## src/rtl/mem_rr_arbiter_if.sv

```systemverilog
// Bus bundle between the requesting masters, the round-robin arbiter and the RAM slave port.
// The master modport is the arbiter's view; the slave modport is the surrounding system.
interface mem_rr_arbiter_if #(
    parameter int N_MASTERS  = 3,
    parameter int ADDR_WIDTH = 32,
    parameter int DATA_WIDTH = 32
);
    localparam int BE_WIDTH  = DATA_WIDTH / 8;
    localparam int SEL_WIDTH = $clog2(N_MASTERS);

    logic [N_MASTERS-1:0]            m_req_i;
    logic [N_MASTERS-1:0]            m_gnt_o;
    logic [N_MASTERS*ADDR_WIDTH-1:0] m_addr_i;
    logic [N_MASTERS-1:0]            m_we_i;
    logic [N_MASTERS*BE_WIDTH-1:0]   m_be_i;
    logic [N_MASTERS*DATA_WIDTH-1:0] m_wdata_i;
    logic [N_MASTERS-1:0]            m_rvalid_o;
    logic [DATA_WIDTH-1:0]           m_rdata_o;

    logic                            s_req_o;
    logic                            s_gnt_i;
    logic [ADDR_WIDTH-1:0]           s_addr_o;
    logic                            s_we_o;
    logic [BE_WIDTH-1:0]             s_be_o;
    logic [DATA_WIDTH-1:0]           s_wdata_o;
    logic                            s_rvalid_i;
    logic [DATA_WIDTH-1:0]           s_rdata_i;

    logic                            err_o;
    logic [SEL_WIDTH-1:0]            cnt_sel_i;
    logic [15:0]                     cnt_o;

    modport master (
        input  m_req_i, m_addr_i, m_we_i, m_be_i, m_wdata_i,
        input  s_gnt_i, s_rvalid_i, s_rdata_i, cnt_sel_i,
        output m_gnt_o, m_rvalid_o, m_rdata_o,
        output s_req_o, s_addr_o, s_we_o, s_be_o, s_wdata_o,
        output err_o, cnt_o
    );

    modport slave (
        output m_req_i, m_addr_i, m_we_i, m_be_i, m_wdata_i,
        output s_gnt_i, s_rvalid_i, s_rdata_i, cnt_sel_i,
        input  m_gnt_o, m_rvalid_o, m_rdata_o,
        input  s_req_o, s_addr_o, s_we_o, s_be_o, s_wdata_o,
        input  err_o, cnt_o
    );
endinterface

```

## src/rtl/mem_rr_arbiter.sv

```systemverilog
// Round-robin arbiter sharing one req/gnt/rvalid RAM port among N masters, with an in-order
// ID FIFO routing responses back. Optional per-master grant counters: MEM_ARB_PERF_CNT_EN.
module mem_rr_arbiter #(
    parameter int N_MASTERS       = 3,
    parameter int ADDR_WIDTH      = 32,
    parameter int DATA_WIDTH      = 32,
    parameter int MAX_OUTSTANDING = 4
) (
    input  logic              clk,
    input  logic              rst,
    mem_rr_arbiter_if.master  bus
);
    localparam int BW = DATA_WIDTH / 8;
    localparam int IW = $clog2(N_MASTERS);
    localparam int PW = (MAX_OUTSTANDING > 1) ? $clog2(MAX_OUTSTANDING) : 1;
    localparam int CW = $clog2(MAX_OUTSTANDING + 1);

    logic [IW-1:0] ptr_reg, ptr_next;
    logic          hold_vld_reg, hold_vld_next;
    logic [IW-1:0] hold_id_reg, hold_id_next;
    logic [PW-1:0] wr_ptr_reg, wr_ptr_next;
    logic [PW-1:0] rd_ptr_reg, rd_ptr_next;
    logic [CW-1:0] count_reg, count_next;
    logic          err_reg, err_next;
    logic [IW-1:0] fifo_mem [MAX_OUTSTANDING];

    logic [IW-1:0] scan_sel;
    logic [IW:0]   scan_idx;
    logic [IW-1:0] sel;
    logic [IW-1:0] head;
    logic          full;
    logic          s_req;
    logic          push;
    logic          pop;

    // First requester at or after ptr wins; scanning downward lets the nearest overwrite.
    always_comb begin
        scan_sel = ptr_reg;
        scan_idx = '0;
        for (int i = N_MASTERS - 1; i >= 0; i--) begin
            scan_idx = {1'b0, ptr_reg} + (IW+1)'(i);
            if (scan_idx >= (IW+1)'(N_MASTERS))
                scan_idx = scan_idx - (IW+1)'(N_MASTERS);
            if (bus.m_req_i[scan_idx[IW-1:0]])
                scan_sel = scan_idx[IW-1:0];
        end
    end

    assign sel   = hold_vld_reg ? hold_id_reg : scan_sel;
    assign full  = (count_reg == CW'(MAX_OUTSTANDING));
    assign s_req = !rst && bus.m_req_i[sel] && !full;
    assign push  = s_req && bus.s_gnt_i;
    assign pop   = !rst && bus.s_rvalid_i && (count_reg != '0);
    assign head  = fifo_mem[rd_ptr_reg];

    assign bus.s_req_o    = s_req;
    assign bus.s_addr_o   = s_req ? bus.m_addr_i[sel*ADDR_WIDTH +: ADDR_WIDTH] : '0;
    assign bus.s_we_o     = s_req ? bus.m_we_i[sel] : 1'b0;
    assign bus.s_be_o     = s_req ? bus.m_be_i[sel*BW +: BW] : '0;
    assign bus.s_wdata_o  = s_req ? bus.m_wdata_i[sel*DATA_WIDTH +: DATA_WIDTH] : '0;
    assign bus.m_gnt_o    = push ? (N_MASTERS'(1) << sel) : '0;
    assign bus.m_rvalid_o = pop ? (N_MASTERS'(1) << head) : '0;
    assign bus.m_rdata_o  = pop ? bus.s_rdata_i : '0;
    assign bus.err_o      = err_reg;

    always_comb begin
        ptr_next      = ptr_reg;
        hold_vld_next = hold_vld_reg;
        hold_id_next  = hold_id_reg;
        wr_ptr_next   = wr_ptr_reg;
        rd_ptr_next   = rd_ptr_reg;
        count_next    = count_reg + CW'(push) - CW'(pop);
        err_next      = err_reg | (bus.s_rvalid_i && (count_reg == '0));
        if (push) begin
            ptr_next      = (sel == IW'(N_MASTERS - 1)) ? '0 : sel + 1'b1;
            hold_vld_next = 1'b0;
            wr_ptr_next   = (wr_ptr_reg == PW'(MAX_OUTSTANDING - 1)) ? '0 : wr_ptr_reg + 1'b1;
        end else if (s_req) begin
            hold_vld_next = 1'b1;
            hold_id_next  = sel;
        end else if (hold_vld_reg && !bus.m_req_i[hold_id_reg]) begin
            // Held master withdrew its request: release so arbitration resumes.
            hold_vld_next = 1'b0;
        end
        if (pop)
            rd_ptr_next = (rd_ptr_reg == PW'(MAX_OUTSTANDING - 1)) ? '0 : rd_ptr_reg + 1'b1;
    end

    always_ff @(posedge clk or posedge rst) begin
        if (rst) begin
            ptr_reg      <= '0;
            hold_vld_reg <= 1'b0;
            hold_id_reg  <= '0;
            wr_ptr_reg   <= '0;
            rd_ptr_reg   <= '0;
            count_reg    <= '0;
            err_reg      <= 1'b0;
        end else begin
            ptr_reg      <= ptr_next;
            hold_vld_reg <= hold_vld_next;
            hold_id_reg  <= hold_id_next;
            wr_ptr_reg   <= wr_ptr_next;
            rd_ptr_reg   <= rd_ptr_next;
            count_reg    <= count_next;
            err_reg      <= err_next;
        end
    end

    // ID storage is only ever read behind count, so it needs no reset.
    always_ff @(posedge clk) begin
        if (push)
            fifo_mem[wr_ptr_reg] <= sel;
    end

`ifdef MEM_ARB_PERF_CNT_EN
    logic [N_MASTERS*16-1:0] cnt_vec;

    generate
        for (genvar gi = 0; gi < N_MASTERS; gi++) begin : g_cnt
            logic [15:0] cnt_reg;
            always_ff @(posedge clk or posedge rst) begin
                if (rst)
                    cnt_reg <= 16'h0000;
                else if (bus.m_gnt_o[gi] && (cnt_reg != 16'hFFFF))
                    cnt_reg <= cnt_reg + 16'h0001;
            end
            assign cnt_vec[gi*16 +: 16] = cnt_reg;
        end
    endgenerate

    assign bus.cnt_o = (!rst && ({1'b0, bus.cnt_sel_i} < (IW+1)'(N_MASTERS)))
                       ? cnt_vec[{bus.cnt_sel_i, 4'b0000} +: 16] : 16'h0000;
`else
    logic unused_cnt_sel;
    assign unused_cnt_sel = ^bus.cnt_sel_i;
    assign bus.cnt_o      = 16'h0000;
`endif
endmodule
```

## src/flat_wrapper.sv

```systemverilog
// flat-port wrapper written by rule: the top's interface ports become plain ports
module mem_rr_arbiter_flat 
#(
    parameter int N_MASTERS       = 3,
    parameter int ADDR_WIDTH      = 32,
    parameter int DATA_WIDTH      = 32,
    parameter int MAX_OUTSTANDING = 4
)
  (clk, rst, bus_m_req_i, bus_m_addr_i, bus_m_we_i, bus_m_be_i, bus_m_wdata_i, bus_s_gnt_i, bus_s_rvalid_i, bus_s_rdata_i, bus_cnt_sel_i, bus_m_gnt_o, bus_m_rvalid_o, bus_m_rdata_o, bus_s_req_o, bus_s_addr_o, bus_s_we_o, bus_s_be_o, bus_s_wdata_o, bus_err_o, bus_cnt_o);
  mem_rr_arbiter_if #(.N_MASTERS(N_MASTERS), .ADDR_WIDTH(ADDR_WIDTH), .DATA_WIDTH(DATA_WIDTH)) bus_i ();
  input  logic clk;
  input  logic rst;
  input wire logic [$bits(bus_i.m_req_i)-1:0] bus_m_req_i;
  input wire logic [$bits(bus_i.m_addr_i)-1:0] bus_m_addr_i;
  input wire logic [$bits(bus_i.m_we_i)-1:0] bus_m_we_i;
  input wire logic [$bits(bus_i.m_be_i)-1:0] bus_m_be_i;
  input wire logic [$bits(bus_i.m_wdata_i)-1:0] bus_m_wdata_i;
  input wire logic [$bits(bus_i.s_gnt_i)-1:0] bus_s_gnt_i;
  input wire logic [$bits(bus_i.s_rvalid_i)-1:0] bus_s_rvalid_i;
  input wire logic [$bits(bus_i.s_rdata_i)-1:0] bus_s_rdata_i;
  input wire logic [$bits(bus_i.cnt_sel_i)-1:0] bus_cnt_sel_i;
  output wire logic [$bits(bus_i.m_gnt_o)-1:0] bus_m_gnt_o;
  output wire logic [$bits(bus_i.m_rvalid_o)-1:0] bus_m_rvalid_o;
  output wire logic [$bits(bus_i.m_rdata_o)-1:0] bus_m_rdata_o;
  output wire logic [$bits(bus_i.s_req_o)-1:0] bus_s_req_o;
  output wire logic [$bits(bus_i.s_addr_o)-1:0] bus_s_addr_o;
  output wire logic [$bits(bus_i.s_we_o)-1:0] bus_s_we_o;
  output wire logic [$bits(bus_i.s_be_o)-1:0] bus_s_be_o;
  output wire logic [$bits(bus_i.s_wdata_o)-1:0] bus_s_wdata_o;
  output wire logic [$bits(bus_i.err_o)-1:0] bus_err_o;
  output wire logic [$bits(bus_i.cnt_o)-1:0] bus_cnt_o;
  assign bus_i.m_req_i = bus_m_req_i;
  assign bus_i.m_addr_i = bus_m_addr_i;
  assign bus_i.m_we_i = bus_m_we_i;
  assign bus_i.m_be_i = bus_m_be_i;
  assign bus_i.m_wdata_i = bus_m_wdata_i;
  assign bus_i.s_gnt_i = bus_s_gnt_i;
  assign bus_i.s_rvalid_i = bus_s_rvalid_i;
  assign bus_i.s_rdata_i = bus_s_rdata_i;
  assign bus_i.cnt_sel_i = bus_cnt_sel_i;
  assign bus_m_gnt_o = bus_i.m_gnt_o;
  assign bus_m_rvalid_o = bus_i.m_rvalid_o;
  assign bus_m_rdata_o = bus_i.m_rdata_o;
  assign bus_s_req_o = bus_i.s_req_o;
  assign bus_s_addr_o = bus_i.s_addr_o;
  assign bus_s_we_o = bus_i.s_we_o;
  assign bus_s_be_o = bus_i.s_be_o;
  assign bus_s_wdata_o = bus_i.s_wdata_o;
  assign bus_err_o = bus_i.err_o;
  assign bus_cnt_o = bus_i.cnt_o;
  mem_rr_arbiter #(.N_MASTERS(N_MASTERS), .ADDR_WIDTH(ADDR_WIDTH), .DATA_WIDTH(DATA_WIDTH), .MAX_OUTSTANDING(MAX_OUTSTANDING)) u_core (.clk(clk), .rst(rst), .bus(bus_i));
endmodule
```

## config.mk

```make
export PLATFORM = sky130hd
export DESIGN_NAME = mem_rr_arbiter_flat
export DESIGN_NICKNAME = d
export VERILOG_FILES = /design/src/rtl/mem_rr_arbiter_if.sv /design/src/rtl/mem_rr_arbiter.sv /design/src/flat_wrapper.sv
export SDC_FILE = /design/constraint.sdc
export NUM_CORES = 1
export LEC_CHECK = 0
export BUFFER_PORTS_ARGS = -buffer_cell sky130_fd_sc_hd__buf_2
export CORE_AREA = 4 4 144 146
export CTS_CLUSTER_SIZE = 30
export DETAILED_ROUTE_END_ITERATION = 7
export DIE_AREA = 0 0 148 150
export GPL_TIMING_DRIVEN = 0
export PLACE_DENSITY_LB_ADDON = 0.08
export SYNTH_ARGS = -nofsm -noshare
export SYNTH_HDL_FRONTEND = slang
export SYNTH_SLANG_ARGS = --single-unit
```

## constraint.sdc

```tcl
create_clock -name clk -period 4.8 [get_ports clk]
set_clock_uncertainty 0.15 [all_clocks]
set_input_delay 0.24 -clock clk [delete_from_list [all_inputs] [get_ports clk]]
set_output_delay 0.24 -clock clk [all_outputs]
set_load 0.02 [all_outputs]
```

==> summary.md <==
| Metric | Value |
|---|---|
| H-tree depth | `1` |
| Buffers added on ports | `between 300 and 400` |
| Final Setup Violations | `0` |
| CTS sink cnt | `21` |
| Clock group share of total power | `4.3%` |
| Hold_sp | `bus_s_rvalid_i` |
| Post-route DRC | `0` |
| Required time of the critical path | `between 4000 and 5000 ps` |
| Slew Limit Fails | `0` |
| P_sw | `2.17 mW` |
| Power density over the cells | `708 nW/um^2` |
| Via density | `~4.3` |
| Starting Density | `approximately 18%` |
| Final Hold Fails | `0` |
| Die area | `between 20000 and 25000 um^2` |
| Worst vdd ir | `between 0.2 and 0.25 mV` |
| Design area | `between 5000 and 6000 um^2` |
| Clock Tree Root | `clkbuf_16` |
| Arr. time, crit path | `about 3600 ps` |
| Post-synth ARST share | `between 60 and 70%` |
| Layout Utilization | `between 20% and 30%` |
| Aggregate global routing overflow | `0` |
| Reg clk slew, reported paths | `around 60 ps` |
| Final Critical Period | `4030 ps` |
| Fin crit share | `between 80 and 90%` |
| Cell Count Post-Placement | `approximately 1100` |
| Post-synth top area share | `21.2%` |
| Fin cells | `roughly 1100` |
| EDFF count, synth | `8` |
| Slew HR | `~54%` |
| Cts hold-fix bufs | `1` |
| GPL Wtd Cong | `0.839` |
| Cell Rows | `51` |
| Nature of the critical path endpoint | `output port` |
| Setup tns final | `0 ps` |
| Layout cells sized above 1 | `50.1%` |
| Routed via count | `around 4600` |
| DP Worst Slack | `just over 900 ps` |
| RSZ-0062 raised after global routing | `no` |
| Largest net degree at the start of global routing | `15` |
| Unique cell type count in the Yosys netlist | `47` |
| Register share of total power | `a little over 8%` |
| All-Layer GR Usage | `between 10 and 15%` |
| Fillers | `roughly 2200` |
| Synth Cell Area | `3490 um^2` |
| Vias in the first global route | `between 4000 and 5000` |
| Cell Int Power | `1.89 mW` |
| Sw Share | `a little over half` |
| First-pass GRT wire length | `between 20000 and 30000 um` |
| HPWL after DPL | `between 15000 and 20000 um` |
| Commonest cells in the netlist | `nor2_1, mux2i_1, a2bb2oi_1, and2_1, buf_2` |
| Register area share after synthesis | `16.2%` |
| Core Area | `19400 um^2` |
| Hold Path Class | `in -> reg` |
| Number of synthesized register bits | `21` |
| DR pass1 iterations | `4` |
| Die H | `about 150 um` |
| Top post-synthesis cells by area | `mux2i_1, a2bb2oi_1, dfrtp_1` |
| Final hold slack | `54.7 ps` |
| Syn. warnings | `0` |
| Leak pwr | `between 3 and 4 nW` |
| Post-CTS Setup Inserts | `0` |
| Max cap viols | `0` |
| Nets | `roughly 1100` |
| Total CTS buffers | `3` |
| Pwr Total | `around 4.1 mW` |
| Critical path fanouts, max | `10` |
| Most frequent cell after synthesis | `nor2_1` |
| Synth Flop Type | `dfrtp_1` |
| CTS tree | `yes` |
| Io pins | `around 370` |
| Number of gates resized after cts | `0` |
| Startpoint of the worst setup timing path | `u_core.ptr_reg[0]` |
| Initial antenna violation count | `6` |
| Area growth syn-to-layout | `64.4%` |
| Setup ws final | `770 ps` |
| Clk buf depth | `2` |
| Largest area contributor in the netlist | `mux2i_1` |
| Max FFs per register | `8` |
| Die width | `between 100 and 150 um` |
| DRT iter0 DRCs | `~130` |
| R2R Path Start | `u_core.ptr_reg[0]` |
| Status | `finished, final reports clean` |
| Syn_area_per_cell | `around 8 um^2` |
| CP Class | `reg -> out` |
| Post-Syn Instances | `approximately 440` |
| Final ANT Viol Nets | `0` |
| Wirelength, routed | `around 18000 um` |
| Crit path launch type | `register` |
| Worst-margin pin slew | `690 ps` |
| Placed standard-cell area | `approximately 5600 um^2` |
| DR WL/cell | `between 15 and 20 um` |
| Comb pwr share | `just under 90%` |
| Maximum clock rate | `roughly 250 MHz` |
| Worst skew pair latency | `about 250 ps` |
==> cell usage in the layout (no fill, tap or decap), drive strengths merged, types with 10 or more instances in the layout <==
cell     netlist  routed
mux2i         74      74
conb           1      16
nand2         14      14
inv           15      15
dfrtp         13      13
clkbuf        16      20
and2          33      33
a2bb2oi       69      69
buf           39     391
ha            10      10
nor2          76      76
==> worst max-delay path, stage by stage, from the launching register on <==
cell	delay [ps]
dfrtp_1	450
inv_1	90
ha_1	330
buf_2	190
and3b_1	200
a31oi_2	200
a31o_2	190
a21o_1	100
clkbuf_1	430
buf_2	430
mux2i_1	370
a2bb2oi_1	190
nor2_1	60
buf_2	160
==> power groups by stage <==
| stage | clock network, mW | registers, mW | logic, mW |
|---|---|---|---|
| 2_1_floorplan | 0 | 0.323 | 2.59 |
| 3_3_place_gp | 0 | 0.335 | 3.57 |
| 3_5_place_dp | 0 | 0.337 | 3.61 |
| 4_1_cts | 0.181 | 0.334 | 3.62 |
| 5_1_grt | 0.188 | 0.343 | 3.87 |
| 6_report | 0.173 | 0.331 | 3.56 |
==> metal layers <==
metal,up-vias,wire length [um],global-route usage (%),part of all wire (%)
met4,6,250,2.63,1.4
met2,202,9910,29.4,54
met5,-,46,0,0.25
met1,2075,6480,15.5,36
li1,2277,-,-,-
met3,20,1530,4.63,8.4
==> worst paths after layout <==
kind                                       end  slack (ps)  depth (start not counted)
max reg2reg                u_core.count_reg[2]        1220                         13
min in group asynchronous  u_core.count_reg[0]         460                          3
min                           u_core.bus.err_o          50                          2
max                          bus_s_wdata_o[31]         770                         13
min reg2reg                   u_core.bus.err_o         310                          1
max in group asynchronous    u_core.ptr_reg[0]        3670                          3
==> layout make-up <==
| class | instances | area [um^2] | area share [%] |
|---|---|---|---|
| antenna | 3 | 7.51 | 0.131 |
| buffer | 55 | 308 | 5.37 |
| clock buffer | 4 | 78.8 | 1.37 |
| inverter | 15 | 56.3 | 0.982 |
| multi-input combinational | 359 | 2620 | 45.6 |
| sequential | 21 | 566 | 9.86 |
| tap | 265 | 332 | 5.78 |
| timing repair buffer | 353 | 1770 | 30.9 |
==> kinds of logic after synthesis <==
kind of cell	after synthesis	share of synthesized area, %
adder cells (fa/ha/maj)	11	4.16
AND/OR/NAND/NOR	155	21.8
buffers and inverters	70	10.4
other	1	0.108
AO/OA/AOI/OAI	96	23.3
flip-flops	21	16.2
XOR/XNOR	2	0.502
multiplexers	79	23.5
(Power assumes the default switching activity.)
